--- src/rtl/branch_unit.sv ---
// -----------------------------------------------------------------------------
// branch_unit
//
// Branch/jump resolution for the execute stage of the rv32i core. Compares the
// two register-unit operands under control of BrOp and produces the PC-select
// decision combinationally. It also keeps a small set of registered
// observability state for debug and performance monitoring.
//
// Ports:
//   clk          in   1      clock; used only by the observability registers
//   rst          in   1      asynchronous active-high reset of those registers
//   RURs1        in   XLEN   operand A (rs1), signed view for BLT/BGE
//   RURs2        in   XLEN   operand B (rs2)
//   BrOp         in   5      [4] jump, [3] conditional branch, [2:0] funct3
//   NextPCSrc    out  1      1 = redirect to target, 0 = PC+4 (combinational)
//   BrIllegal    out  1      conditional branch with reserved funct3 (comb.)
//   LastTaken    out  1      NextPCSrc registered from the previous cycle
//   BranchCount  out  CNT_W  saturating count of cycles with a jump or branch
//   TakenCount   out  CNT_W  saturating count of cycles with NextPCSrc = 1
// -----------------------------------------------------------------------------
module branch_unit #(
    parameter int XLEN  = 32,
    parameter int CNT_W = 32
) (
    input  logic             clk,
    input  logic             rst,
    input  logic [XLEN-1:0]  RURs1,
    input  logic [XLEN-1:0]  RURs2,
    input  logic [4:0]       BrOp,
    output logic             NextPCSrc,
    output logic             BrIllegal,
    output logic             LastTaken,
    output logic [CNT_W-1:0] BranchCount,
    output logic [CNT_W-1:0] TakenCount
);

    localparam logic [2:0] F3_BEQ  = 3'b000;
    localparam logic [2:0] F3_BNE  = 3'b001;
    localparam logic [2:0] F3_BLT  = 3'b100;
    localparam logic [2:0] F3_BGE  = 3'b101;
    localparam logic [2:0] F3_BLTU = 3'b110;
    localparam logic [2:0] F3_BGEU = 3'b111;

    localparam logic [CNT_W-1:0] CNT_ONE = CNT_W'(1);

    // Increment by one when enabled, holding at all-ones instead of wrapping.
    function automatic logic [CNT_W-1:0] sat_inc(input logic [CNT_W-1:0] val,
                                                 input logic             en);
        logic [CNT_W-1:0] res;
        res = val;
        if (en && !(&val)) begin
            res = val + CNT_ONE;
        end
        return res;
    endfunction

    // Signed views of the operands; bit XLEN-1 is the sign, no extension.
    logic signed [XLEN-1:0] rs1_s;
    logic signed [XLEN-1:0] rs2_s;

    logic is_jump;
    logic is_branch;
    logic [2:0] funct3;

    logic cmp_eq;
    logic cmp_lt_s;
    logic cmp_lt_u;

    logic take;
    logic illegal;

    assign rs1_s     = RURs1;
    assign rs2_s     = RURs2;
    assign is_jump   = BrOp[4];
    assign is_branch = BrOp[3];
    assign funct3    = BrOp[2:0];

    assign cmp_eq   = (RURs1 == RURs2);
    assign cmp_lt_s = (rs1_s < rs2_s);
    assign cmp_lt_u = (RURs1 < RURs2);

    // Decision: jump has priority over any conditional encoding.
    always_comb begin
        take    = 1'b0;
        illegal = 1'b0;
        if (is_jump) begin
            take = 1'b1;
        end else if (is_branch) begin
            case (funct3)
                F3_BEQ:  take = cmp_eq;
                F3_BNE:  take = !cmp_eq;
                F3_BLT:  take = cmp_lt_s;
                F3_BGE:  take = !cmp_lt_s;
                F3_BLTU: take = cmp_lt_u;
                F3_BGEU: take = !cmp_lt_u;
                default: begin
                    // 010/011 are reserved: never redirect, flag it instead.
                    take    = 1'b0;
                    illegal = 1'b1;
                end
            endcase
        end
    end

    assign NextPCSrc = take;
    assign BrIllegal = illegal;

    // -------------------------------------------------------------------------
    // Observability registers
    // -------------------------------------------------------------------------
    logic             last_taken_d;
    logic             last_taken_q;
    logic [CNT_W-1:0] branch_cnt_d;
    logic [CNT_W-1:0] branch_cnt_q;
    logic [CNT_W-1:0] taken_cnt_d;
    logic [CNT_W-1:0] taken_cnt_q;

    always_comb begin
        last_taken_d = take;
        branch_cnt_d = sat_inc(branch_cnt_q, is_jump | is_branch);
        taken_cnt_d  = sat_inc(taken_cnt_q, take);
    end

    always_ff @(posedge clk or posedge rst) begin
        if (rst) begin
            last_taken_q <= 1'b0;
            branch_cnt_q <= '0;
            taken_cnt_q  <= '0;
        end else begin
            last_taken_q <= last_taken_d;
            branch_cnt_q <= branch_cnt_d;
            taken_cnt_q  <= taken_cnt_d;
        end
    end

    assign LastTaken   = last_taken_q;
    assign BranchCount = branch_cnt_q;
    assign TakenCount  = taken_cnt_q;

endmodule

--- config.mk ---
export PLATFORM = sky130hd
export DESIGN_NAME = branch_unit
export DESIGN_NICKNAME = d
export VERILOG_FILES = /design/src/rtl/branch_unit.sv
export SDC_FILE = /design/constraint.sdc
export NUM_CORES = 1
export LEC_CHECK = 0
export CORE_ASPECT_RATIO = 1.2
export CORE_MARGIN = 2
export CORE_UTILIZATION = 40
export CTS_CLUSTER_DIAMETER = 80
export DETAILED_ROUTE_END_ITERATION = 8
export PLACE_DENSITY = 0.72
export SYNTH_ARGS = -nofsm -noshare
export SYNTH_HDL_FRONTEND = slang
export SYNTH_SLANG_ARGS = --single-unit
--- constraint.sdc ---
create_clock -name clk -period 3.15 [get_ports clk]
set_input_delay 0.315 -clock clk [delete_from_list [all_inputs] [get_ports clk]]
set_output_delay 0.315 -clock clk [all_outputs]
set_load 0.005 [all_outputs]
==> results of run 1 <==
[what timing repair did]
action                                  in CTS  in global routing
pin swaps                                    3                  6
gates cloned                                 0                  0
setup buffers                                0                  3
gates resized for setup                      4                 12
endpoints found under the setup margin       1                 14
[cells in the mapped netlist (3+ instances only)]
| cell type | instances | area [sq um] |
|---|---|---|
| inv_1 | 40 | 150.1 |
| and3_1 | 6 | 37.54 |
| a21oi_1 | 13 | 65.06 |
| and4_1 | 5 | 43.79 |
| xor2_1 | 28 | 245.2 |
| o21ai_0 | 3 | 15.01 |
| nand3_1 | 26 | 130.1 |
| nand4_1 | 19 | 118.9 |
| nor4_1 | 9 | 56.30 |
| xnor2_1 | 35 | 306.5 |
| nor3_1 | 4 | 20.02 |
| nor3_2 | 10 | 100.1 |
| ha_1 | 34 | 425.4 |
| dfrtp_1 | 65 | 1627 |
| nor2_1 | 17 | 63.81 |
| nor4_2 | 10 | 125.1 |
| nand2_1 | 33 | 123.9 |
[logic make-up (layout without fill, tap and decap cells)]
group	Yosys count	in the layout	share of synthesized area
mux	2	2	0.005648
xor+xnor	63	63	0.1384
fa+ha+maj	34	34	0.1067
compound gates	29	29	0.05742
buf+inv	45	219	0.04612
flops	65	65	0.4079
simple gates	154	154	0.2378
[state kept, by name (all words and copies together), names as in the netlist]
register / cells
TakenCount: 32
LastTaken: 1
BranchCount: 32
[layout make-up]
type / instances / area, sq um / area share
Clock buffer: 12 / 256.5 / 0.04229
Clock inverter: 4 / 51.30 / 0.008459
Inverter: 40 / 150.1 / 0.02476
Multi-Input combinational cell: 282 / 2261 / 0.3728
Sequential cell: 65 / 1627 / 0.2682
Tap cell: 123 / 153.9 / 0.02538
Timing Repair Buffer: 163 / 1565 / 0.2581
[final timing paths]
| check | end | cells after the start |
|---|---|---|
| worst min register to register | BranchCount[9]$_DFFE_PP0P_ | 1 |
| max in group asynchronous | TakenCount[15]$_DFFE_PP0P_ | 3 |
| worst min-delay path | BranchCount[9]$_DFFE_PP0P_ | 1 |
| worst max-delay path | TakenCount[25]$_DFFE_PP0P_ | 14 |
| worst max register to register | TakenCount[12]$_DFFE_PP0P_ | 10 |
| min in group asynchronous | BranchCount[17]$_DFFE_PP0P_ | 3 |
[routing by layer]
layer,vias up,GRT usage
met2,113,0.3408
met3,16,0.06869
li1,1712,-
met1,1657,0.2302
met5,-,0
met4,0,0.07053
[power groups by stage]
stage	clock network (mW)	registers (mW)	logic [mW]
after global routing	1.07	1.20	1.02
after floorplan	0	1.15	0.414
final	1.02	1.17	0.927
after detailed placement	0	1.18	0.907
after global placement	0	1.17	0.889
after CTS	1.03	1.17	0.918
[cells in the final DEF, fill, tap and decap left out, types with 2 or more instances in the layout]
| cell type | synthesis | layout |
|---|---|---|
| a21oi_1 | 13 | 11 |
| a21oi_2 | 1 | 3 |
| and3_1 | 6 | 6 |
| and4_1 | 5 | 5 |
| buf_4 | 0 | 25 |
| clkbuf_16 | 0 | 9 |
| clkbuf_8 | 0 | 2 |
| clkdlybuf4s50_1 | 0 | 136 |
| dfrtp_1 | 65 | 65 |
| ha_1 | 34 | 32 |
| ha_4 | 0 | 2 |
| inv_1 | 40 | 39 |
| nand2_1 | 33 | 33 |
| nand3_1 | 26 | 26 |
| nand4_1 | 19 | 19 |
| nor2_1 | 17 | 17 |
| nor3_1 | 4 | 4 |
| nor3_2 | 10 | 9 |
| nor4_1 | 9 | 7 |
| nor4_2 | 10 | 9 |
| nor4_4 | 1 | 4 |
| o21ai_0 | 3 | 3 |
| o21ai_1 | 2 | 2 |
| or2_2 | 2 | 2 |
| or3_1 | 2 | 2 |
| xnor2_1 | 35 | 35 |
| xor2_1 | 28 | 28 |
==> metrics.md, run 1 <==
| Metric | Value |
|---|---|
| Required @ worst endpoint | 3.40 ns |
| Die area | between 0.01 and 0.015 sq mm |
| Pint | approximately 2.2 mW |
| Fin worst setup slack | around 0.096 ns |
| Reg power frac | 0.375 |
| WL per Instance | 15.38 um |
| Placed cells | 670 |
| Max-cap violations | 0 |
| Overall Power | ~3.1 mW |
| Drt pass-1 iters | 4 |
| Final wirelength | approximately 11,000 um |
| Count of final setup violators | 0 |
| Critical path's largest stage delay | around 0.45 ns |
| CP max stage cell | clkdlybuf4s50_1 |
| DR vias | roughly 3,500 |
| Net Count, Synth | 497 |
| Max_slew headroom | 0.3345 |
| Yosys cell types | 47 |
| Worst Tran Pin Value | around 1 ns |
| Hold buffers post-CTS | 0 |
| Overflow after GRT | 0 |
| Worst setup EP type | flop |
| Most used DFF post-synth | dfrtp_1 |
| Final Util | 0.6309 |
| DP Area | 0.005652 sq mm |
| Worst hold path class | reg -> reg |
| Cell area after synthesis | approximately 0.004 sq mm |
| Cts bufs inserted | 9 |
| WL met1 | around 4200 um |
| Dpl ws | -0.2502 ns |
| Crit-path cells | clkdlybuf4s50_1, inv_1, ha_1, a21oi_2, nand2_1, a221o_1, o31a_1, buf_4, o41ai_4, buf_4, o2bb2ai_4, buf_4, nor4_1, xor2_1 |
| Share of cells above drive strength 1 | 0.1431 |
| Fmax | approximately 0.33 GHz |
| Yosys reg bits | 65 |
| Combinational fraction of design power | 0.298 |
| DRC | 0 |
| # nets final | ~670 |
| Total global routing track utilization | 0.1996 |
| First-pass GRT wire length | around 17,000 um |
| Final hold vios | 0 |
| Initial core utilization | 0.4148 |
| Sequential share of the synthesized area | 0.4079 |
| Worst reg2reg setup slack | 0.58 ns |
| Clock sinks | 65 |
| Ant. Diodes | 0 |
| Power Dens Cells | ~500 mW/mm^2 |
| Die Span X | between 90 and 100 um |
| Fin area | around 0.006 sq mm |
| EDFF count, synth | 0 |
| Worst setup path start | RURs2[14] |
| Finished Layout Cells | 689 |
| Reg clk slew, reported paths | about 0.06 ns |
| # port buffers | approximately 140 |
| Worst EP arrival | between 3 and 4 ns |
| Post-route setup TNS | 0 ns |
| NetSw | about 0.95 mW |
| Clk_lat worst skew | 0.33 ns |
| Worst Clk Skew | a little over 0.007 ns |
| YS warnings | 0 |
| Final Wtd Congestion | just under 0.8 |
| Buf+Inv Stages, Crit Path | 5 |
| Met2 WL | between 5000 and 6000 um |
| Worst r2r src | TakenCount[3]$_DFFE_PP0P_ |
| DR top layer | met4 |
| Post-Syn Area per Cell | roughly 10 sq um |
| Core Region | between 0.009 and 0.01 sq mm |
| Hold Slack | a little under 0.5 ns |
| CTS tree | done |
| Area growth, synth to finish | 52.09% |
| Switching portion of total power | 0.3054 |
| Clock root cell | clkbuf_16 |
| Final HPWL DP | about 8000 um |
| Post-Syn Instances | just under 400 |
| # rows | 39 |
| Period minus WS final | 3.054 ns |
| Static leakage | ~2.6 nW |
| Max Root-Sink Buffers | 2 |
| Crit path top cell by count | buf_4 |
| Vias/cell | ~5.1 |
| Async SR Flop Fraction | 1.000 |
| Max H-tree Level | 3 |
| Clock share of power | 0.327 |
| Met3 routed WL | around 960 um |
| Post-route ant nets | 0 |
| Crit path max fanout | 4 |
| WS Path Type | in -> reg |
| Die height | ~110 um |
| Fillers | approximately 800 |
| Initial antenna violation count | 0 |
| Hold Startpoint | BranchCount[9]$_DFFE_PP0P_ |
| Worst Setup Start Kind | primary input |
| Vias in the first global route | approximately 3,700 |
| Largest net degree at the start of global routing | 66 |
| DRT iter0 DRCs | 77 |
| VDD IR max | 0.0005345 V |
| Family with the most delay on the worst path | compound AO/OA/AOI/OAI gates |
| Pins Over Slew Limit | 0 |
| I/O Pins | 138 |
| Period utilisation layout | 0.9697 |
| Status | completed |
(Power assumes the default switching activity.)
==> run 2: changes to the inputs <==
CORE_MARGIN = default   (was 2)
==> metrics.md, run 2 (synthesis results as in run 1) <==
| Metric | Value |
|---|---|
| Largest net degree at the start of global routing | 66 |
| Max H-tree Level | 3 |
| Vias/cell | between 5 and 6 |
| Worst EP arrival | 3.29 ns |
| Hold buffers post-CTS | 0 |
| Max_slew headroom | 0.1544 |
| WL per Instance | 15.28 um |
| Worst Tran Pin Value | between 1 and 1.5 ns |
| Pins Over Slew Limit | 0 |
| Fmax | around 0.33 GHz |
| Period minus WS final | around 3.0 ns |
| Hold Slack | slightly below 0.5 ns |
| Reg clk slew, reported paths | about 0.050 ns |
| CP max stage cell | clkdlybuf4s50_1 |
| Final HPWL DP | around 7500 um |
| Area growth, synth to finish | 55.10% |
| R2R depth | 8 |
| Cts bufs inserted | 9 |
| VDD IR max | ~0.00067 V |
| DR vias | 3,518 |
| Clk_lat worst skew | 0.32 ns |
| Final Wtd Congestion | 0.8190 |
| # rows | 39 |
| Most common cell after layout, fill and taps aside | clkdlybuf4s50_1 |
| # port buffers | 137 |
| Worst Setup Start Kind | primary input |
| CTS tree | done |
| First-pass GRT wire length | around 16,000 um |
| Die Span X | approximately 93 um |
| Share of cells above drive strength 1 | 0.1578 |
| Static leakage | around 2.6 nW |
| Hold Startpoint | BranchCount[12]$_DFFE_PP0P_ |
| # nets final | ~670 |
| Post-route setup TNS | 0 ns |
| DRT iter0 DRCs | 112 |
| Count of final setup violators | 0 |
| Clock root cell | clkbuf_16 |
| Max-cap violations | 0 |
| Most frequent cells in the layout | clkdlybuf4s50_1 (135), dfrtp_1 (65), inv_1 (39), xnor2_1 (35), nand2_1 (33) |
| Period utilisation layout | 0.9662 |
| Worst hold path class | reg -> reg |
| Crit-path cells | clkdlybuf4s50_1, inv_1, ha_1, nand4_1, nor2_1, a221o_1, o31a_1, o41ai_4, buf_4, o2bb2ai_4, clkbuf_16, buf_4, nor3_2, xor2_1 |
| Drt pass-1 iters | 4 |
| Max Root-Sink Buffers | 2 |
| Worst reg2reg setup slack | slightly below 0.5 ns |
| Die area | 0.01037 sq mm |
| Initial core utilization | 0.4148 |
| Required @ worst endpoint | 3.40 ns |
| Status | completed |
| Critical path's largest stage delay | 0.45 ns |
| Worst setup EP type | flop |
| Post-route ant nets | 0 |
| Min-Delay Endpoint | BranchCount[12]$_DFFE_PP0P_ |
| R2r endpoint | TakenCount[1]$_DFFE_PP0P_ |
| Total global routing track utilization | 0.1981 |
| Core Region | just under 0.01 sq mm |
| Initial antenna violation count | 0 |
| Final wirelength | approximately 11,000 um |
| I/O Pins | ~140 |
| DRC | 0 |
| Ant. Diodes | 0 |
| RSZ-0062 raised after global routing | no |
| Vias in the first global route | 3,460 |
| Die height | about 110 um |
| Worst r2r src | TakenCount[3]$_DFFE_PP0P_ |
| WS Path Type | in -> reg |
| WHS Path Cells | 1 |
| Overflow after GRT | 0 |
| Clock sinks | 65 |
| Crit path top cell by count | buf_4 |
| Worst Clk Skew | around 0.0044 ns |
| Power Dens Cells | between 400 and 500 mW/mm^2 |
| Final hold vios | 0 |
| Crit path max fanout | 6 |
run 2: worst max-delay path, delay by kind of cell:
kind / cells / cell delay (ns)
compound gates: 4 / 1.16
xor+xnor: 1 / 0.15
fa+ha+maj: 1 / 0.28
buf+inv: 5 / 1.00
simple gates: 3 / 0.39
run 2: worst max-delay path by stage:
stage | cells past startpoint | endpoint | startpoint
finish | 14 | TakenCount[10]$_DFFE_PP0P_ | RURs2[13]
global route | 14 | TakenCount[10]$_DFFE_PP0P_ | RURs2[13]
CTS | 10 | NextPCSrc | RURs2[5]
detailed placement | 10 | NextPCSrc | RURs2[5]
global placement | 10 | NextPCSrc | RURs2[14]
floorplan | 10 | TakenCount[1]$_DFFE_PP0P_ | RURs2[14]
run 2: timing repair:
item	CTS	global route
pin swaps	2	26
endpoints found under the setup margin	1	7
hold endpoints to repair	0	0
resized for setup	4	29
setup buffers	0	2
gates cloned	0	2
run 2: area by class of cell:
type	count	area, sq um
well taps	123	153.9
repair buffers	162	1608
clock buffers	12	246.5
fillers	750	3428
clock inverters	3	17.52
flip-flops and latches	65	1627
multi-input cells	282	2382
inverters	40	150.1
run 2: stage by stage:
stage	total power [mW]	cell area [sq um]	setup slack (ns)	utilization	cells
final	3.021	6185	0.1065	0.6434	687
after global routing	3.189	6185	0.008215	0.6434	687
after CTS	2.990	5942	0.003061	0.6181	684
after detailed placement	2.080	5657	-0.2528	0.5884	669
after global placement	2.061	5657	-0.2421	0.5884	669
after floorplan	1.564	3988	0.4891	-	392
run 2: routing by layer:
layer	GRT usage	part of all wire	routed length [um]	vias to the layer above
met2	0.3392	0.51	5321	111
li1	-	-	-	1712
met4	0.05538	0.011	112	0
met5	0	0	0	-
met3	0.06421	0.073	770	9
met1	0.2364	0.41	4295	1686
run 2: report_power, final:
| group | internal [mW] | leakage, nW | switching [mW] |
|---|---|---|---|
| clock | 0.546 | 0.128 | 0.337 |
| combinational | 0.541 | 1.68 | 0.425 |
| sequential | 0.981 | 0.813 | 0.190 |
| total | 2.07 | 2.62 | 0.953 |
==> run 3: changes to the inputs <==
CTS_BUF_LIST = sky130_fd_sc_hd__clkbuf_8   (was default)
==> metrics.md, run 3 (synthesis results as in run 1) <==
| Metric | Value |
|---|---|
| Final HPWL DP | between 7000 and 8000 um |
| Ant. Diodes | 0 |
| Status | completed |
| Power Dens Cells | 450.1 mW/mm^2 |
| Post-route ant nets | 0 |
| Crit-path cells | clkdlybuf4s50_1, inv_1, ha_4, a21oi_2, o21ai_1, a221o_1, o31a_1, o2111a_1, or2_2, clkdlybuf4s15_1 |
| Worst EP arrival | around 2.8 ns |
| Final Util | 0.6245 |
| Max Root-Sink Buffers | 2 |
| Hold Slack | around 0.49 ns |
| Buf+Inv Stages, Crit Path | 3 |
| Max-cap violations | 0 |
| DRT iter0 DRCs | ~110 |
| Clk_lat worst skew | around 0.34 ns |
| DR vias | 3,504 |
| Initial core utilization | 0.4148 |
| # nets final | ~670 |
| Die height | between 100 and 150 um |
| Total global routing track utilization | 0.1974 |
| Worst Tran Pin Value | 0.8973 ns |
| Final Wtd Congestion | between 0.8 and 0.9 |
| # rows | 39 |
| CTS tree | done |
| Die Span X | roughly 93 um |
| Vias/cell | between 5 and 6 |
| Worst Clk Skew | roughly 0.0044 ns |
| Most frequent cells in the layout | clkdlybuf4s50_1 (136), dfrtp_1 (65), inv_1 (41), xnor2_1 (35), nand2_1 (33) |
| Family with the most delay on the worst path | compound AO/OA/AOI/OAI gates |
| Most common cell after layout, fill and taps aside | clkdlybuf4s50_1 |
| Clock sinks | 65 |
| Initial antenna violation count | 0 |
| Hold Startpoint | BranchCount[12]$_DFFE_PP0P_ |
| First-pass GRT wire length | 16,170 um |
| Drt pass-1 iters | 4 |
| # port buffers | between 100 and 150 |
| Overflow after GRT | 0 |
| Core Region | about 0.0096 sq mm |
| WS Path Type | in -> out |
| Largest net degree at the start of global routing | between 60 and 70 |
| VDD IR max | approximately 0.00041 V |
| Worst hold path class | reg -> reg |
| Vias in the first global route | 3,468 |
| I/O Pins | roughly 140 |
| WL per Instance | between 10 and 15 um |
| Pins Over Slew Limit | 0 |
| DRC | 0 |
| Count of final setup violators | 0 |
| Share of cells above drive strength 1 | 0.1464 |
| Overall Power | about 2.7 mW |
| Placed cells | about 670 |
| Final hold vios | 0 |
| Max_slew headroom | 0.4001 |
| Area growth, synth to finish | 50.55% |
| Period minus WS final | around 3.1 ns |
| Post-route setup TNS | 0 ns |
| Fin area | 0.006003 sq mm |
| Period utilisation layout | 0.9778 |
| Cts bufs inserted | 9 |
| Crit path max fanout | 2 |
| Critical path's largest stage delay | 0.47 ns |
| Fmax | 0.3247 GHz |
| CP max stage cell | clkdlybuf4s50_1 |
| Worst Setup Start Kind | primary input |
| Die area | 0.01037 sq mm |
| Final wirelength | about 10,000 um |
| Max H-tree Level | 3 |
| Dpl ws | -0.2528 ns |
| Worst r2r src | TakenCount[3]$_DFFE_PP0P_ |
| Clock root cell | clkbuf_8 |
| Required @ worst endpoint | between 2 and 3 ns |
| Fin worst setup slack | approximately 0.07 ns |
| Static leakage | ~2.6 nW |
| Worst setup path start | RURs2[5] |
| Worst setup EP type | primary output |
| RSZ-0062 raised after global routing | no |
| Finished Layout Cells | 690 |
| DP Area | about 0.0057 sq mm |
| Hold buffers post-CTS | 0 |
| Reg clk slew, reported paths | ~0.070 ns |
run 3: cell types whose count changed in the layout (fill, tap and decap cells not counted), moves of 3 or more:
cell / change
nor3_4: -3
nor3_2: +3
nor4_1: +6
clkbuf_8: +9
nor4_2: -4
buf_4: +4
clkbuf_16: -9
run 3: path summary, 6_finish.rpt:
check                                                   end  slack [ns]  cells after the start
worst max-delay path                              NextPCSrc        0.07                     10
worst min-delay path            BranchCount[12]$_DFFE_PP0P_        0.49                      1
worst max register to register    TakenCount[1]$_DFFE_PP0P_        0.52                      8
worst min register to register  BranchCount[12]$_DFFE_PP0P_        0.49                      1
max in group asynchronous        TakenCount[28]$_DFFE_PP0P_        2.10                      3
min in group asynchronous       BranchCount[16]$_DFFE_PP0P_        0.52                      3
run 3: cell type report:
class,instances,area (sq um)
clock buffer,10,137.6
clock inverter,5,25.02
fill,777,3610
inverter,40,150.1
multi-input combinational,282,2281
sequential,65,1627
tap,123,153.9
timing repair buffer,165,1629
run 3: worst reg2reg max path, stage by stage, from the launching register on:
cell	delay, ns
dfrtp_1	0.47
nand3_2	0.19
nor4_2	0.42
nand4_1	0.18
or3_4	0.39
nor2_2	0.14
o2bb2ai_4	0.19
clkbuf_16	0.23
mux2_1	0.32
run 3: timing repair:
item	4_1_cts	5_1_grt
setup endpoints to repair	1	5
cloned	0	2
pin swaps	2	13
endpoints found under the hold margin	0	0
resized for setup	4	11
setup buffers	0	4
run 3: power breakdown:
| part | internal, mW | switching [mW] | total (mW) |
|---|---|---|---|
| sequential | 0.979 | 0.191 | 1.17 |
| combinational | 0.539 | 0.397 | 0.936 |
| clock | 0.294 | 0.303 | 0.596 |
run 3: per-layer routing:
layer | up-vias | GRT usage | wire [um]
met4 | 0 | 0.06769 | 127
met2 | 106 | 0.3373 | 5094
met5 | - | 0 | 0
met1 | 1676 | 0.2360 | 4276
li1 | 1713 | - | -
met3 | 9 | 0.05601 | 717
